<file path="config.mk">
export PLATFORM = sky130hd
export DESIGN_NAME = key_tamper_detector
export DESIGN_NICKNAME = d
export VERILOG_FILES = /design/src/rtl/key_sec_pkg.sv /design/src/rtl/popcount56.sv /design/src/rtl/key_tamper_detector.sv
export SDC_FILE = /design/constraint.sdc
export NUM_CORES = 1
export LEC_CHECK = 0
export CORE_ASPECT_RATIO = 0.75
export CORE_UTILIZATION = 50
export DETAILED_ROUTE_END_ITERATION = 7
export DONT_BUFFER_PORTS = 1
export GPL_ROUTABILITY_DRIVEN = 0
export GPL_TIMING_DRIVEN = 1
export HOLD_SLACK_MARGIN = 0.02
export PLACE_DENSITY_LB_ADDON = 0.25
export SLEW_MARGIN = 20
export SYNTH_ARGS = -nofsm -noshare
export SYNTH_HDL_FRONTEND = slang
export SYNTH_SLANG_ARGS = --single-unit
</file>
<file path="constraint.sdc">
create_clock -name clk -period 12.6 [get_ports clk]
set_input_delay 2.52 -clock clk [delete_from_list [all_inputs] [get_ports clk]]
set_output_delay 2.52 -clock clk [all_outputs]
set_load 0.02 [all_outputs]
</file>
<file path="src/rtl/key_sec_pkg.sv">
// key_sec_pkg
// Shared definitions for the key-path security blocks (tamper detector,
// trojan wrappers, DES wrappers).
//   KEY_W   : DES key width without parity bits
//   ROUNDS  : rounds per encryption
//   RIDX_W  : width of a round index
//   CNT_W   : width of a count that must reach ROUNDS itself
//   state_t : detector run state
package key_sec_pkg;

    localparam int KEY_W  = 56;
    localparam int ROUNDS = 16;
    localparam int RIDX_W = $clog2(ROUNDS);
    localparam int CNT_W  = RIDX_W + 1;

    typedef enum logic [1:0] {
        IDLE  = 2'd0,
        ARMED = 2'd1,
        DONE  = 2'd2
    } state_t;

endpackage

</file>
<file path="src/rtl/popcount56.sv">
// popcount56
// Purely combinational population count of a key-width vector.
// Ports:
//   key   : vector to count (KEY_W bits)
//   count : number of set bits (0..56)
module popcount56
    import key_sec_pkg::*;
(
    input  logic [KEY_W-1:0] key,
    output logic [5:0]       count
);

    always_comb begin
        count = '0;
        for (int i = 0; i < KEY_W; i++) begin
            count = count + 6'(key[i]);
        end
    end

endmodule

</file>
<file path="src/rtl/key_tamper_detector.sv">
// key_tamper_detector
// Captures a golden copy of the DES key at load time and compares the key
// actually presented to the cipher on each round against it. Mismatching
// rounds and flipped bits are counted, and a sticky alarm is raised when the
// mismatching-round count reaches ALARM_THRESH. The cipher is always fed the
// registered golden key, so a tampered key path is masked downstream.
//
// Ports:
//   clk, rst        : clock, synchronous active-high reset
//   key_load/key_in : golden key load strobe and value
//   key_ready       : high in IDLE only
//   round_valid     : one observed round key on key_obs this cycle
//   key_obs         : key as seen at the cipher input
//   key_out         : registered golden key for the cipher
//   tamper_flag     : one-cycle pulse after a mismatching round
//   mismatch_cnt    : mismatching rounds this run (saturates at ROUNDS)
//   bit_err_total   : flipped bits this run (saturating)
//   first_bad_round : first mismatching round index, valid while mismatch_cnt != 0
//   diff_mask       : OR of all observed differences this run
//   alarm/alarm_clr : sticky alarm and its clear (set wins over clear)
//   done            : one-cycle pulse after the last round is sampled
//   state_dbg       : current FSM state
//
// Handshake: key_load is a valid strobe against the key_ready ready signal; a
// load is accepted only on an edge where both are high, and key_load without
// key_ready is dropped, not held. round_valid has no ready: every round_valid
// seen in ARMED is consumed on that edge, and round_valid outside ARMED is
// dropped.
module key_tamper_detector
    import key_sec_pkg::*;
#(
    parameter int ALARM_THRESH = 1,
    parameter int ERR_W        = 10
)
(
    input  logic              clk,
    input  logic              rst,
    input  logic              key_load,
    input  logic [KEY_W-1:0]  key_in,
    output logic              key_ready,
    input  logic              round_valid,
    input  logic [KEY_W-1:0]  key_obs,
    output logic [KEY_W-1:0]  key_out,
    output logic              tamper_flag,
    output logic [CNT_W-1:0]  mismatch_cnt,
    output logic [ERR_W-1:0]  bit_err_total,
    output logic [RIDX_W-1:0] first_bad_round,
    output logic [KEY_W-1:0]  diff_mask,
    output logic              alarm,
    input  logic              alarm_clr,
    output logic              done,
    output state_t            state_dbg
);

    // Wide enough to hold the running total plus one round's popcount.
    localparam int SUM_W = ((ERR_W > 6) ? ERR_W : 6) + 1;
    localparam logic [ERR_W-1:0] ERR_MAX = '1;

    state_t            state, state_nxt;
    logic [KEY_W-1:0]  golden;
    logic [RIDX_W-1:0] round_idx;

    logic [KEY_W-1:0]  diff;
    logic [5:0]        diff_bits;
    logic              load_acc;
    logic              sample;
    logic              bad;
    logic              last_round;
    logic [CNT_W-1:0]  cnt_upd;
    logic [SUM_W-1:0]  err_sum;
    logic [ERR_W-1:0]  err_upd;
    logic              alarm_set;

    assign state_dbg = state;

    // ---------------- FSM ----------------
    always_ff @(posedge clk) begin
        if (rst) begin
            state <= IDLE;
        end else begin
            state <= state_nxt;
        end
    end

    always_comb begin
        state_nxt = state;
        key_ready = 1'b0;
        done      = 1'b0;
        case (state)
            IDLE: begin
                key_ready = 1'b1;
                if (key_load) begin
                    state_nxt = ARMED;
                end
            end
            ARMED: begin
                if (round_valid && last_round) begin
                    state_nxt = DONE;
                end
            end
            DONE: begin
                done      = 1'b1;
                state_nxt = IDLE;
            end
            default: state_nxt = IDLE;
        endcase
    end

    // ---------------- compare datapath ----------------
    assign load_acc   = (state == IDLE) && key_load;
    assign sample     = (state == ARMED) && round_valid;
    assign last_round = (round_idx == RIDX_W'(ROUNDS - 1));
    assign diff       = key_obs ^ golden;
    assign bad        = |diff;

    popcount56 u_pop (
        .key   (diff),
        .count (diff_bits)
    );

    assign cnt_upd = (mismatch_cnt >= CNT_W'(ROUNDS)) ? mismatch_cnt
                                                      : mismatch_cnt + CNT_W'(1);
    assign err_sum = SUM_W'(bit_err_total) + SUM_W'(diff_bits);
    assign err_upd = (err_sum > SUM_W'(ERR_MAX)) ? ERR_MAX : err_sum[ERR_W-1:0];

    // The alarm is set by the arrival of a mismatching round that brings the
    // count to the threshold, not by the count level, so alarm_clr can still
    // clear it while the run statistics are held.
    assign alarm_set = sample && bad && (cnt_upd >= CNT_W'(ALARM_THRESH));

    always_ff @(posedge clk) begin
        if (rst) begin
            golden          <= '0;
            key_out         <= '0;
            round_idx       <= '0;
            mismatch_cnt    <= '0;
            bit_err_total   <= '0;
            first_bad_round <= '0;
            diff_mask       <= '0;
            tamper_flag     <= 1'b0;
            alarm           <= 1'b0;
        end else begin
            tamper_flag <= 1'b0;

            if (load_acc) begin
                golden          <= key_in;
                key_out         <= key_in;
                round_idx       <= '0;
                mismatch_cnt    <= '0;
                bit_err_total   <= '0;
                first_bad_round <= '0;
                diff_mask       <= '0;
            end else if (sample) begin
                round_idx     <= last_round ? '0 : round_idx + RIDX_W'(1);
                bit_err_total <= err_upd;
                diff_mask     <= diff_mask | diff;
                if (bad) begin
                    mismatch_cnt <= cnt_upd;
                    tamper_flag  <= 1'b1;
                    if (mismatch_cnt == '0) begin
                        first_bad_round <= round_idx;
                    end
                end
            end

            if (alarm_set) begin
                alarm <= 1'b1;
            end else if (alarm_clr) begin
                alarm <= 1'b0;
            end
        end
    end

endmodule

</file>
==> flow_metrics.env <==
export IMPL_outcome="finished clean"
export IMPL_hpwl_mm=13.2
export IMPL_clkSinkCount=139
export IMPL_synth_distinct_cells=43
export IMPL_cts_root_buf="clkbuf_16"
export IMPL_path_max_fanout=5
export IMPL_synth_seq_area_share_pct=41.0
export IMPL_avgRoutedWirePerCell_um=20.0
export IMPL_synthCells=688
export IMPL_fill_cells=1146
export IMPL_ioPinCount=254
export IMPL_remaining_drc_errors=0
export IMPL_cts_buffer_depth=2
export IMPL_setup_tns_final_ns=0
export IMPL_min_delay_start="round_idx[3]$_SDFFE_PP0P_"
export IMPL_drt_initial_drc_count=196
export IMPL_cts_htree_levels=4
export IMPL_setup_violations_final=0
export IMPL_design_core_area_mm2=0.0131
export IMPL_drv_slew=0
export IMPL_reg2regPathDepth=25
export IMPL_final_antenna_net_count=0
export IMPL_crit_path_end_kind="flop"
export IMPL_syn_cell_area_mm2=0.00679
export IMPL_path_clk_slew_ns=0.06
export IMPL_overflow=0
export IMPL_layout_commonest_cell="dfxtp_1"
export IMPL_rows=36
export IMPL_cts_setup_buffers=0
export IMPL_die_h_um=103
export IMPL_cp_arrival_ns=9.39
export IMPL_finClkSkew_ns=0.00755
export IMPL_grt_usage_pct=24.8
export IMPL_start_util_pct=51.8
export IMPL_max_cap_violations=0
export IMPL_fin_nets=867
export IMPL_grt_pass1_wl_mm=25.6
export IMPL_max_freq_ghz=0.111
export IMPL_clock_latency_ns=0.42
export IMPL_hold_viol_final=0
export IMPL_vias=4934
export IMPL_cts_tree="built"
export IMPL_synth_ff_type="dfxtp_1"
export IMPL_whs_path_depth=2
export IMPL_firstDrtPassIters=5
export IMPL_regToRegSetupSlack_ns=5.12
export IMPL_synth_net_count=875
export IMPL_most_common_layout_cells="dfxtp_1, inv_1, nor2_1"
export IMPL_area_delta_synth_final_pct=11.1
export IMPL_cts_buffers=17
export IMPL_cts_resized=0
export IMPL_antenna_found_initial=0
export IMPL_synth_avg_cell_area_um2=9.86
export IMPL_diodes=0
export IMPL_rsz0062_at_grt="false"
export IMPL_worst_pin_slew_ns=0.842
export IMPL_synth_seq_cells=139
export IMPL_synth_edf_count=0
export IMPL_grt_pass1_vias=4957
export IMPL_whs_endpoint="first_bad_round[3]$_SDFFE_PP0P_"
export IMPL_fp_dieArea_mm2=0.0140
export IMPL_path_class="in -> reg"
export IMPL_async_flop_share_pct=0
export IMPL_hp_class="reg -> reg"
export IMPL_via_per_inst=5.72
export IMPL_ctsHoldBuffers=0
export IMPL_die_w_um=137
export IMPL_post_route_period_util_pct=71.8
export IMPL_startpoint_type="primary input"
export IMPL_ys_warn_count=0
export IMPL_maxSlewHeadroom_pct=43.8
export IMPL_layout_drive_gt1_share_pct=6.50
export IMPL_required_ns=12.94
export IMPL_io_buffers=0
export IMPL_r2r_start="golden[1]$_SDFFE_PP0P_"
export IMPL_grt_max_degree=80
export IMPL_routed_wl_mm=17.2
export IMPL_r2r_end="bit_err_total[2]$_SDFFE_PP0P_"
export IMPL_min_period_ns=9.04
==> flip-flops by register name, indices dropped and copies added, names as in the netlist <==
signal,cells
diff_mask,56
golden,56
bit_err_total,10
mismatch_cnt,5
first_bad_round,4
round_idx,4
state_dbg,2
alarm,1
tamper_flag,1
==> cells in the mapped netlist, types with 3 or more instances <==
master / instances / area [µm²]
o21ai_0: 9 / 45.0
a22o_1: 55 / 482
a21o_1: 3 / 22.5
nand2_1: 27 / 101
xor2_1: 60 / 526
xnor2_1: 7 / 61.3
o21bai_1: 3 / 22.5
nand3_1: 4 / 20.0
and3_1: 4 / 25.0
nor3_1: 10 / 50.1
a21oi_1: 67 / 335
ha_1: 23 / 288
nor4_1: 12 / 75.1
clkbuf_1: 19 / 71.3
nor2_1: 70 / 263
fa_1: 47 / 941
inv_1: 78 / 293
nand4_1: 5 / 31.3
mux2i_1: 7 / 70.1
a31oi_1: 6 / 37.5
dfxtp_1: 139 / 2780
buf_1: 10 / 37.5
==> per-stage QoR <==
step | cells | hold WS [ns] | setup WS, ns | instance area, µm² | utilization, %
after floorplan | 688 | 0.454 | 3.73 | 6790 | -
after global placement | 832 | 0.471 | 3.35 | 6930 | 52.9
after detailed placement | 832 | 0.480 | 3.21 | 6930 | 52.9
after CTS | 863 | 0.489 | 3.55 | 7540 | 57.5
after global routing | 863 | 0.527 | 3.13 | 7540 | 57.5
final | 863 | 0.493 | 3.56 | 7540 | 57.5
==> how the worst max path moves through the flow <==
stage          startpoint                            end  cells after the start
2_1_floorplan  key_obs[1]  bit_err_total[8]$_SDFFE_PP0P_                     25
3_3_place_gp   key_obs[1]  bit_err_total[2]$_SDFFE_PP0P_                     25
3_5_place_dp   key_obs[1]  bit_err_total[8]$_SDFFE_PP0P_                     25
4_1_cts        key_obs[1]  bit_err_total[2]$_SDFFE_PP0P_                     25
5_1_grt        key_obs[1]  bit_err_total[5]$_SDFFE_PP0P_                     25
6_report       key_obs[1]  bit_err_total[2]$_SDFFE_PP0P_                     25
==> area by class of cell <==
type / count / area, µm² / share of cell area (%)
clock buffers: 19 / 433 / 5.74
clock inverters: 12 / 174 / 2.31
inverters: 78 / 293 / 3.88
multi-input cells: 440 / 3610 / 47.9
flip-flops and latches: 139 / 2780 / 36.9
well taps: 171 / 214 / 2.84
repair buffers: 4 / 30.0 / 0.398
==> layer usage <==
| metal | part of all wire (%) | global-route usage [%] | vias to the layer above |
|---|---|---|---|
| met5 | 0 | 0 | - |
| met4 | 1.6 | 9.83 | 0 |
| met3 | 9.9 | 9.14 | 22 |
| met2 | 46 | 39.9 | 236 |
| met1 | 42 | 30.3 | 2394 |
| li1 | - | - | 2282 |
==> critical path, stage by stage <==
cell      delay (ns)
xor2_1          0.25
inv_1           0.08
ha_1            0.31
fa_1            0.49
inv_1           0.06
fa_1            0.53
inv_1           0.05
fa_1            0.42
fa_1            0.51
fa_1            0.52
fa_1            0.55
inv_1           0.06
fa_1            0.60
inv_1           0.06
ha_1            0.29
a21o_1          0.15
a21oi_1         0.22
xnor2_1         0.10
ha_1            0.27
inv_1           0.07
o21bai_1        0.23
a211oi_1        0.13
nor3_1          0.54
inv_1           0.18
a31oi_1         0.21
==> kinds of logic (layout without fill, tap and decap cells) <==
family | after synthesis | after routing | share of synthesized area (%)
AND/OR/NAND/NOR | 145 | 145 | 9.94
multiplexers | 7 | 7 | 1.03
AO/OA/AOI/OAI | 151 | 151 | 15.1
buffers and inverters | 109 | 113 | 6.16
XOR/XNOR | 67 | 67 | 8.65
adder cells (fa/ha/maj) | 70 | 70 | 18.1
flip-flops | 139 | 139 | 41.0
Power is not shown: default switching activity piles up to over one toggle a cycle in this logic, so the estimate is an artifact.
